## config.mk

```make
export PLATFORM = sky130hd
export DESIGN_NAME = rr_reg_arbiter
export DESIGN_NICKNAME = d
export VERILOG_FILES = /design/src/rtl/rr_reg_arbiter.sv
export SDC_FILE = /design/constraint.sdc
export NUM_CORES = 1
export LEC_CHECK = 0
export BUFFER_PORTS_ARGS = -buffer_cell sky130_fd_sc_hd__clkbuf_2
export CORE_ASPECT_RATIO = 0.6
export CORE_UTILIZATION = 44
export DETAILED_ROUTE_END_ITERATION = 16
export GPL_TIMING_DRIVEN = 0
export PLACE_DENSITY = 0.77
export SYNTH_ARGS = -nofsm -noshare
export SYNTH_HDL_FRONTEND = slang
export SYNTH_SLANG_ARGS = --single-unit
export TNS_END_PERCENT = 1
```

## constraint.sdc

```tcl
create_clock -name clk -period 1.8 [get_ports clk]
set_input_delay 0.36 -clock clk [delete_from_list [all_inputs] [get_ports clk]]
set_output_delay 0.36 -clock clk [all_outputs]
set_load 0.01 [all_outputs]
```

## src/rtl/rr_reg_arbiter.sv

```systemverilog
// Round-robin arbiter sharing one WIDTH-bit register among N requesters.
// A winner is picked in IDLE, granted for one cycle, and its data is
// committed with a one-cycle ack pulse; GAP settle cycles follow each commit.
module rr_reg_arbiter #(
    parameter int N     = 4,
    parameter int WIDTH = 8,
    parameter int IDW   = 2,
    parameter int GAP   = 1
) (
    input  logic                 clk,
    input  logic                 r,
    input  logic [N-1:0]         req,
    input  logic [N*WIDTH-1:0]   d,
    output logic [N-1:0]         gnt,
    output logic [N-1:0]         ack,
    output logic [WIDTH-1:0]     q,
    output logic [IDW-1:0]       owner,
    output logic                 busy
);

    localparam int CW = (GAP > 1) ? $clog2(GAP) : 1;

    typedef enum logic [1:0] {
        S_IDLE  = 2'd0,
        S_GRANT = 2'd1,
        S_GAP   = 2'd2
    } state_t;

    state_t             r_state;
    logic [N-1:0]       r_gnt;
    logic [N-1:0]       r_ack;
    logic [WIDTH-1:0]   r_q;
    logic [IDW-1:0]     r_owner;
    logic               r_busy;
    logic [IDW-1:0]     r_ptr;
    logic [CW-1:0]      r_cnt;

    state_t             w_state_nxt;
    logic [N-1:0]       w_gnt_nxt;
    logic [N-1:0]       w_ack_nxt;
    logic [WIDTH-1:0]   w_q_nxt;
    logic [IDW-1:0]     w_owner_nxt;
    logic [IDW-1:0]     w_ptr_nxt;
    logic [CW-1:0]      w_cnt_nxt;

    logic [N-1:0]       w_eff;
    logic               w_any;
    logic [IDW-1:0]     w_win;
    logic [N-1:0]       w_win_oh;
    logic [N-1:0]       w_own_oh;
    logic [N-1:0]       w_req_sh;
    logic               w_req_own;
    logic [WIDTH-1:0]   w_dsel;
    logic [IDW-1:0]     w_ptr_inc;

    // A requester being acked this cycle is masked so it cannot win again
    // before its ack has fallen.
    assign w_eff = req & ~r_ack;

    // Rotating first-set search starting at the priority pointer.
    always_comb begin
        logic [N-1:0] sh;
        int unsigned  idx;
        w_any = 1'b0;
        w_win = '0;
        sh    = '0;
        idx   = 0;
        for (int unsigned k = 0; k < N; k++) begin
            idx = (int'(r_ptr) + k) % N;
            sh  = w_eff >> idx;
            if (!w_any && sh[0]) begin
                w_any = 1'b1;
                w_win = IDW'(idx);
            end
        end
    end

    // Owner-indexed views of the inputs and the one-hot encodings.
    always_comb begin
        w_win_oh  = {{(N-1){1'b0}}, 1'b1} << w_win;
        w_own_oh  = {{(N-1){1'b0}}, 1'b1} << r_owner;
        w_req_sh  = req >> r_owner;
        w_req_own = w_req_sh[0];
        w_dsel    = WIDTH'(d >> (int'(r_owner) * WIDTH));
        w_ptr_inc = (r_owner == IDW'(N - 1)) ? '0 : r_owner + 1'b1;
    end

    // Next-state and next-output decode.
    always_comb begin
        w_state_nxt = r_state;
        w_gnt_nxt   = '0;
        w_ack_nxt   = '0;
        w_q_nxt     = r_q;
        w_owner_nxt = r_owner;
        w_ptr_nxt   = r_ptr;
        w_cnt_nxt   = r_cnt;
        case (r_state)
            S_IDLE: begin
                if (w_any) begin
                    w_gnt_nxt   = w_win_oh;
                    w_owner_nxt = w_win;
                    w_state_nxt = S_GRANT;
                end
            end
            S_GRANT: begin
                if (w_req_own) begin
                    w_q_nxt   = w_dsel;
                    w_ack_nxt = w_own_oh;
                    w_ptr_nxt = w_ptr_inc;
                    if (GAP > 0) begin
                        w_cnt_nxt   = CW'(GAP - 1);
                        w_state_nxt = S_GAP;
                    end else begin
                        w_state_nxt = S_IDLE;
                    end
                end else begin
                    w_state_nxt = S_IDLE;
                end
            end
            S_GAP: begin
                if (r_cnt == '0) begin
                    w_state_nxt = S_IDLE;
                end else begin
                    w_cnt_nxt = r_cnt - 1'b1;
                end
            end
            default: begin
                w_state_nxt = S_IDLE;
            end
        endcase
    end

    // State and output registers with synchronous reset.
    always_ff @(posedge clk) begin
        if (r) begin
            r_state <= S_IDLE;
            r_gnt   <= '0;
            r_ack   <= '0;
            r_q     <= '0;
            r_owner <= '0;
            r_busy  <= 1'b0;
            r_ptr   <= '0;
            r_cnt   <= '0;
        end else begin
            r_state <= w_state_nxt;
            r_gnt   <= w_gnt_nxt;
            r_ack   <= w_ack_nxt;
            r_q     <= w_q_nxt;
            r_owner <= w_owner_nxt;
            r_busy  <= (w_state_nxt != S_IDLE);
            r_ptr   <= w_ptr_nxt;
            r_cnt   <= w_cnt_nxt;
        end
    end

    assign gnt   = r_gnt;
    assign ack   = r_ack;
    assign q     = r_q;
    assign owner = r_owner;
    assign busy  = r_busy;

endmodule

```

==> metrics.txt, run 1 <==
run status finished clean; WP data required 1.95 ns; largest stage delay on the critical path 0.53 ns; total buffers and inverters traversed by the critical path 2; TritonCTS clock tree built; TritonRoute pass-1 iters 4; Starting Density 0.496; maxcap violations 0; total track usage 0.206; DR vias 1006; Achievable Freq a little under 600 MHz; first-pass GRT wire length 4310 microns; Die H about 41 microns; GR Layer Usage met1 0.271; clock buffer depth 2; CTS buffer count 3; fin crit share 0.946; DRC 0; syn_nets 140; gr busiest metal met2; RSZ-0062 raised after global routing false; Fin. Hold Viols 0; Routed WL 2550 microns; final setup vio count 0; root buf cell clkbuf_8; antenna-violating nets left 0; Synth warnings 0; vias in the first global route 989; Avg Cell Area, Syn 11.3 sq um; Critical Path Slowest Stage Cell mux4_2; Fin Clk Skew between 0.008 and 0.009 ns; peak supply drop 0.419 mV; layout cells sized above 1 0.450; # clock sinks 23; diodes inserted 0; Netlist cell types 30; actual slew at the worst max-slew pin between 0.6 and 0.7 ns; Placed Cells incl. Taps 186; postcts setup bufs 0; core footprint 2290 sq um; Synth area leader dfxtp_1; gr ovfl total 0; Worst slew margin 0.549; crit-path cells buf_6 > mux4_2 > nand3b_4 > buf_12 > mux2i_1 > nor2_1; leading cell type in the layout, fill and taps excluded clkbuf_2; Post-Layout Cell Count 190; worst hold-check path type input pin to flop; WP data arrival 1.85 ns; DP HPWL 2070 microns; cells after synthesis 101; post-synthesis cell area 1140 sq um; WS Path Type flop to flop; Die ar. 2800 sq um; worst skew pair latency 0.27 ns; # IOs 57; htree depth 1; met3 usage 0.0604; power consumption around 1.2 mW; crit path max fanout 10; sequential area share after synthesis 0.404; Pwr per Cell Area about 800 nW/um^2; CP delay by family, top multiplexers; most frequent cells in the layout clkbuf_2 (56), dfxtp_1 (22), nor2_1 (16), mux2i_1 (9); clock-pin slew of the registers on the worst-case setup and hold paths 0.09 ns; initial antenna violation count 0; via-per-instance ratio approximately 5.3; initial DRC count 35; gpl congestion around 0.76; top-area cell type share of the netlist area 0.404; Area Growth Syn to Fin 32.0%; routed wire length per instance 13.4 microns; Tmin final 1.70 ns; CP Launch Type flop; Lkg Pwr 0.742 nW; die width 67.7 microns; main area contributors after synthesis dfxtp_1 (40%), mux4_2 (9.9%), mux4_1 (9.2%); IO Port Bufs 55; met2 GRT Util 0.325; synthesized flop and latch total 23; Finished Core Util 0.655; largest net degree at the start of global routing 15; crit path capture type flop; Max Slew Vio Count 0; row count 13; Post-layout nets 200
-- per-stage QoR --
step | worst slack, ns | cell area (sq um) | setup TNS (ns) | hold slack [ns]
CTS | 0.0563 | 1500 | 0 | 0.323
detailed placement | -0.0904 | 1450 | -0.339 | 0.498
global route | 0.0465 | 1500 | 0 | 0.326
global placement | -0.0394 | 1450 | -0.131 | 0.476
finish | 0.0965 | 1500 | 0 | 0.325
floorplan | 0.0764 | 1140 | 0 | 0.471
-- what timing repair did --
action / in CTS / in global routing
hold buffers: 0 / 0
resized for setup: 1 / 1
endpoints found under the setup margin: 4 / 1
-- cell families after synthesis --
kind of cell               share of synthesized area
AOI/OAI and AO/OA                             0.0703
adders and majority gates                     0.0110
buffers and inverters                         0.0439
DFF                                            0.404
muxes                                          0.270
and+or+nand+nor                                0.200
-- path summary, 6_finish.rpt --
| kind | from | endpoint | slack [ns] | cells after the start |
|---|---|---|---|---|
| worst max-delay path | owner[0] | q[1] | 0.1 | 6 |
| worst min register to register | q[2] | q[2] | 0.51 | 2 |
| worst max register to register | owner[0] | q[1] | 0.1 | 6 |
| worst min-delay path | req[3] | ack[3] | 0.33 | 3 |
-- area by class of cell --
class | instances | area [sq um]
flip-flops and latches | 23 | 462
repair buffers | 55 | 275
multi-input cells | 71 | 628
clock buffers | 3 | 41.3
plain buffers | 6 | 47.5
fillers | 188 | 791
clock inverters | 1 | 7.51
inverters | 1 | 3.75
well taps | 30 | 37.5
-- worst min-delay path, stage by stage --
cell	delay (ns)
clkbuf_2	0.09
nand2_1	0.06
nor2_1	0.04
-- where the power goes --
part           total, mW  leakage [nW]  switching, mW  internal (mW)
logic              0.302         0.533          0.139          0.163
registers          0.573         0.188         0.0274          0.546
clock network      0.330        0.0217          0.173          0.157
total               1.21         0.742          0.340          0.866
-- routing by layer --
layer  vias up  routed length, microns
met5         -                       0
met4         0                      23
met3         4                     184
met2        41                    1190
met1       467                    1150
li1        494                       -
-- synthesized netlist by cell type (all sizes together) --
cell type	n
nand3	1
mux4	9
o32ai	1
nor2	16
inv	1
or3	1
o41ai	1
o221a	1
nand2	3
ha	1
nor3	2
nand2b	3
a211oi	2
o21a	1
dfxtp	23
mux2i	9
clkbuf	4
buf	2
nand3b	3
o221ai	1
a21oi	3
nor2b	5
nor4b	1
nor4	1
or2	2
o21ai	1
nor3b	3
-- registers in the layout (all words and copies together) (netlist names) --
name	count
owner	2
r_ptr	2
gnt	4
q	8
busy	1
ack	4
r_state	2
Note: power is estimated with default switching activity, not from simulation.
==> inputs of run 2 (changes only) <==
--- a/config.mk
+++ b/config.mk
@@ -5,12 +5,13 @@
 export SDC_FILE = /design/constraint.sdc
 export NUM_CORES = 1
 export LEC_CHECK = 0
+export ABC_AREA = 1
 export BUFFER_PORTS_ARGS = -buffer_cell sky130_fd_sc_hd__clkbuf_2
 export CORE_ASPECT_RATIO = 0.6
-export CORE_UTILIZATION = 44
+export CORE_UTILIZATION = 48
 export DETAILED_ROUTE_END_ITERATION = 16
 export GPL_TIMING_DRIVEN = 0
-export PLACE_DENSITY = 0.77
+export PLACE_DENSITY = 0.8
 export SYNTH_ARGS = -nofsm -noshare
 export SYNTH_HDL_FRONTEND = slang
 export SYNTH_SLANG_ARGS = --single-unit
==> metrics.txt, run 2 <==
run status finished clean; routed wire length per instance 12.2 microns (-9.1%); Fillers 249 (+32%); sequential share of power 0.285 (-0.191); post-route setup TNS 0 ns (unchanged); Die H 43.7 microns (+5.6%); # IOs 57 (unchanged); Starting Density 0.530 (+0.0331); Pwr per Cell Area 1500 nW/um^2 (+87%); row count 14 (+1); CTS buffer count 3 (unchanged); initial antenna violation count 0 (unchanged); Netlist cell types 23 (-23%); final setup vio count 0 (unchanged); Clk pwr share 0.118 (-0.156); maxcap violations 0 (unchanged); syn_nets 251 (+79%); WP data required 2.00 ns (+0.05 ns); largest net degree at the start of global routing 14 (-1); Fin Clk Skew 0.00434 ns (-0.00401 ns); worst hold-check path type input pin to flop; worst skew pair latency 0.26 ns (about the same); WP data arrival 1.81 ns (-0.04 ns); Avg Cell Area, Syn 6.56 sq um (-42%); Fin. Hold Viols 0 (unchanged); pre-CTS setup slack 0.126 ns (+0.217 ns); postcts setup bufs 0 (unchanged); initial DRC count 139 (+300%); htree depth 1 (unchanged); Synth area leader dfxtp_1; Max Slew Vio Count 0 (unchanged); clock buffer depth 2 (unchanged); power consumption 2.65 mW (+120%); Area Growth Syn to Fin 26.9%; CP Launch Type flop; most frequent cells in the layout clkbuf_2 (57), nor2_1 (49), nand2_1 (32), o21ai_0 (26), dfxtp_1 (23); post-cts sizing count 0 (-1); post-synthesis cell area 1390 sq um (+22%); top-area cell type share of the netlist area 0.331 (-0.0735); actual slew at the worst max-slew pin 0.467 ns (-0.201 ns); total track usage 0.253 (+0.0466); main area contributors after synthesis dfxtp_1 (33%), nor2_1 (13%), o21ai_0 (9.4%); Post-synth EDFFs 0 (unchanged); Synth top cells by count nor2_1 (49), nand2_1 (32), o21ai_0 (26); TritonRoute pass-1 iters 4 (unchanged); sw power 1.28 mW (+280%); Routed WL 3710 microns (+45%); leading cell type in the layout, fill and taps excluded clkbuf_2; WS Path Type flop to flop; DRC 0 (unchanged); layout cells sized above 1 0.353 (-0.0971); DR vias 1541 (+53%); Post-layout nets 312 (+56%); Lkg Pwr 0.920 nW (+24%); Post-synth ARST share 0 (unchanged); synthesized flop and latch total 23 (unchanged); via-per-instance ratio 5.07 (-4.3%); most common cell in the netlist nor2_1; root buf cell clkbuf_8; cells after synthesis 212 (+110%); slack of the critical path 0.189 ns (+0.0921 ns); crit path capture type flop; core footprint 2630 sq um (+15%); Hold Slack 0.336 ns (+0.0107 ns); Worst slew margin 0.689 (+0.140); IO Port Bufs 56 (+1.8%); Die ar. 3130 sq um (+12%); Net Sw Frac 0.482 (+0.201); vias in the first global route 1353 (+37%); Synth warnings 0 (unchanged); first-pass GRT wire length 6130 microns (+42%); Synth Flop Type dfxtp_1; gpl congestion 0.851 (+11%); TritonCTS clock tree built; peak supply drop 0.864 mV (+110%); logic gate share of total power 0.597 (+0.346); crit path max fanout 10 (unchanged); internal power 1.37 mW (+58%); CTS Hold Bufs 0 (unchanged); die width 71.5 microns (+5.7%); fin crit share 0.895 (-0.0511); Tmin final 1.61 ns (-0.0921 ns); DP HPWL 2870 microns (+39%); clock-pin slew of the registers on the worst-case setup and hold paths 0.08 ns (about the same); diodes inserted 0 (unchanged); Achievable Freq 621 MHz (+5.7%); # clock sinks 23 (unchanged); max reg flops 8 (unchanged); antenna-violating nets left 0 (unchanged); gr ovfl total 0 (unchanged); sequential area share after synthesis 0.331 (-0.0735)
-- run 2: power by group through the flow --
stage	Clock, mW	Combinational [mW]	Sequential (mW)
2_1_floorplan	0	1.09	0.805
3_3_place_gp	0	1.54	0.758
3_5_place_dp	0	1.55	0.759
4_1_cts	0.315	1.57	0.752
5_1_grt	0.334	1.79	0.770
6_report	0.312	1.58	0.754
-- run 2: critical path, cell delays in order, from the launching register on --
cell and delay [ns]:
dfxtp_1 0.35, clkbuf_2 0.21, inv_1 0.12, clkbuf_1 0.38, o21ai_0 0.17, o22ai_1 0.14
nor2_1 0.06, nor2_1 0.10
-- run 2: worst paths after layout --
check                                   to  depth (start not counted)  startpoint  slack, ns
worst max-delay path                  q[2]                          7    owner[1]       0.19
worst min-delay path            r_state[0]                          2           r       0.34
worst max register to register        q[2]                          7    owner[1]       0.19
worst min register to register        q[5]                          2        q[5]       0.52
-- run 2: area by class of cell --
class / count / area (sq um) / area share
Inverter: 18 / 72.6 / 0.0411
Tap cell: 32 / 40.0 / 0.0227
Clock inverter: 1 / 5.00 / 0.00283
Timing Repair Buffer: 56 / 280 / 0.159
Buffer: 10 / 53.8 / 0.0305
Sequential cell: 23 / 460 / 0.261
Clock buffer: 3 / 41.3 / 0.0234
Multi-Input combinational cell: 161 / 812 / 0.460
-- run 2: per-layer routing --
metal	GRT usage	wire length (microns)	up-vias
met5	0	0	-
met4	0.0471	14	0
met3	0.0558	281	2
met2	0.331	1370	56
met1	0.414	2040	680
li1	-	-	803
-- run 2: metrics by stage --
stage	utilization	std cells	area, sq um
6_report	0.672	304	1770
5_1_grt	0.672	304	1770
4_1_cts	0.669	304	1760
3_5_place_dp	0.651	300	1710
3_3_place_gp	0.651	300	1710
2_1_floorplan	-	212	1390
-- run 2: cell families (layout without fill, tap and decap cells) --
family | Yosys count | in the layout | synth area share
and+or+nand+nor | 123 | 123 | 0.427
AOI/OAI and AO/OA | 37 | 37 | 0.143
buffers and inverters | 28 | 88 | 0.0899
DFF | 23 | 23 | 0.331
adders and majority gates | 1 | 1 | 0.00899
==> inputs of run 3 (changes only) <==
--- a/config.mk
+++ b/config.mk
@@ -8,10 +8,11 @@
 export ABC_AREA = 1
 export BUFFER_PORTS_ARGS = -buffer_cell sky130_fd_sc_hd__clkbuf_2
 export CORE_ASPECT_RATIO = 0.6
-export CORE_UTILIZATION = 48
+export CORE_UTILIZATION = 45
+export CTS_BUF_LIST = sky130_fd_sc_hd__clkbuf_8
 export DETAILED_ROUTE_END_ITERATION = 16
 export GPL_TIMING_DRIVEN = 0
-export PLACE_DENSITY = 0.8
+export PLACE_DENSITY = 0.75
 export SYNTH_ARGS = -nofsm -noshare
 export SYNTH_HDL_FRONTEND = slang
 export SYNTH_SLANG_ARGS = --single-unit
==> metrics.txt, run 3 (synthesis gave the netlist of run 2 again) <==
crit path capture type flop; via-per-instance ratio 4.96 (-2.1%); clock-pin slew of the registers on the worst-case setup and hold paths 0.08 ns (about the same); diodes inserted 0 (unchanged); vias in the first global route 1391 (+2.8%); crit path max fanout 10 (unchanged); Worst slew margin 0.641 (-0.0481); TritonRoute pass-1 iters 4 (unchanged); fin crit share 0.890 (-0.00501); min-delay src r; Tmin final 1.60 ns (-0.00901 ns); # IOs 57 (unchanged); Fin. Hold Viols 0 (unchanged); core footprint 2910 sq um (+11%); CTS buffer count 3 (unchanged); worst hold-check path type input pin to flop; Critical Path Slowest Stage Cell dfxtp_1; met3 WL 301 microns (+7.1%); multi-input gate area in the final layout 806 sq um (-0.77%); total track usage 0.268 (+0.0157); routed wire length per instance 12.3 microns (+0.94%); largest net degree at the start of global routing 14 (unchanged); Die ar. 3330 sq um (+6.4%); initial antenna violation count 0 (unchanged); WP data required 2.00 ns (about the same); Sequential Area 460 sq um (unchanged); DRC 0 (unchanged); first-pass GRT wire length 6670 microns (+8.7%); postcts setup bufs 0 (unchanged); RR Startpoint owner[0]; Routed WL 3870 microns (+4.3%); DP HPWL 3050 microns (+6.1%); Die H 45.1 microns (+3.1%); antenna-violating nets left 0 (unchanged); initial DRC count 124 (-11%); actual slew at the worst max-slew pin 0.539 ns (+0.0721 ns); total buffers and inverters traversed by the critical path 4 (+1); Top Metal Used met3; Post-layout nets 312 (unchanged); post-route setup TNS 0 ns (unchanged); leading cell type in the layout, fill and taps excluded clkbuf_2; # clock sinks 23 (unchanged); metal2 WL 1460 microns (+6.8%); Pwr per Cell Area 1510 nW/um^2 (+0.61%); Post-Layout Cell Count 314 (+3.3%); run status finished clean; root buf cell clkbuf_8; largest stage delay on the critical path 0.39 ns (about the same); Lkg Pwr 0.921 nW (+0.13%); CP delay by family, top buffers and inverters; WS Path Type flop to flop; crit-path cells inv_1 > clkbuf_4 > nand2_1 > a31oi_1 > buf_4 > nand2_1 > inv_2 > nand2_1 > nor2_1; Fin Clk Skew 0.00355 ns (-0.000787 ns); CP Launch Type flop; CTS Hold Bufs 0 (unchanged); WP data arrival 1.80 ns (about the same); peak supply drop 0.718 mV (-17%); most frequent cells in the layout clkbuf_2 (57), nor2_1 (49), nand2_1 (32), o21ai_0 (26), dfxtp_1 (23); post-cts sizing count 0 (unchanged); Achievable Freq 624 MHz (+0.56%); clock buffer depth 2 (unchanged); met1 wire length 2100 microns (+2.9%); die width 73.8 microns (+3.2%); Critical Path Source owner[0]; Area Growth Syn to Fin 27.5%; worst skew pair latency 0.26 ns (about the same); Placed Cells incl. Taps 310 (+3.3%); final setup vio count 0 (unchanged); max reg flops 8 (unchanged); Starting Density 0.478 (-0.0512); TritonCTS clock tree built; Fillers 281 (+13%); Max Slew Vio Count 0 (unchanged); IO Port Bufs 56 (unchanged); maxcap violations 0 (unchanged); htree depth 1 (unchanged); DR vias 1559 (+1.2%); row count 15 (+1); RSZ-0062 raised after global routing false; most used cell, CP nand2_1; gr ovfl total 0 (unchanged); gpl congestion 0.802 (-5.8%); layout cells sized above 1 0.349 (-0.00368)
-- run 3: changes by cell type in the layout (fill, tap and decap cells not counted) --
cell	change
a31oi_1	+1
a31oi_2	-1
buf_2	-1
clkbuf_4	+1
-- run 3: area by class of cell --
type | count | share of cell area
tap | 42 | 0.0296
buffer | 10 | 0.0317
multi-input combinational | 161 | 0.454
sequential | 23 | 0.260
clock buffer | 3 | 0.0233
timing repair buffer | 56 | 0.158
clock inverter | 1 | 0.00282
inverter | 18 | 0.0409
-- run 3: path summary, 6_finish.rpt --
| check | endpoint | slack (ns) | depth (start not counted) |
|---|---|---|---|
| hold reg to reg | q[3] | 0.52 | 2 |
| hold / removal | r_state[0] | 0.32 | 2 |
| setup reg to reg | ack[0] | 0.20 | 9 |
| setup / recovery | ack[0] | 0.20 | 9 |
-- run 3: metrics by stage --
stage | total power [mW] | setup WS, ns | area, sq um | hold slack (ns) | utilization
after floorplan | 1.90 | 0.466 | 1390 | 0.435 | -
after global routing | 2.93 | 0.0332 | 1770 | 0.326 | 0.610
after global placement | 2.32 | 0.184 | 1720 | 0.496 | 0.593
after CTS | 2.67 | 0.108 | 1770 | 0.313 | 0.609
after detailed placement | 2.34 | 0.132 | 1720 | 0.495 | 0.593
final | 2.68 | 0.198 | 1770 | 0.321 | 0.610
-- run 3: metal layers --
| layer | vias up | GRT usage |
|---|---|---|
| li1 | 805 | - |
| met1 | 687 | 0.440 |
| met2 | 67 | 0.360 |
| met3 | 0 | 0.0580 |
| met4 | 0 | 0.0231 |
| met5 | - | 0 |
-- run 3: where the power goes --
part	switching, mW	internal [mW]	total (mW)
clock	0.166	0.155	0.320
sequential	0.0967	0.659	0.756
combinational	1.04	0.556	1.60
total	1.31	1.37	2.68
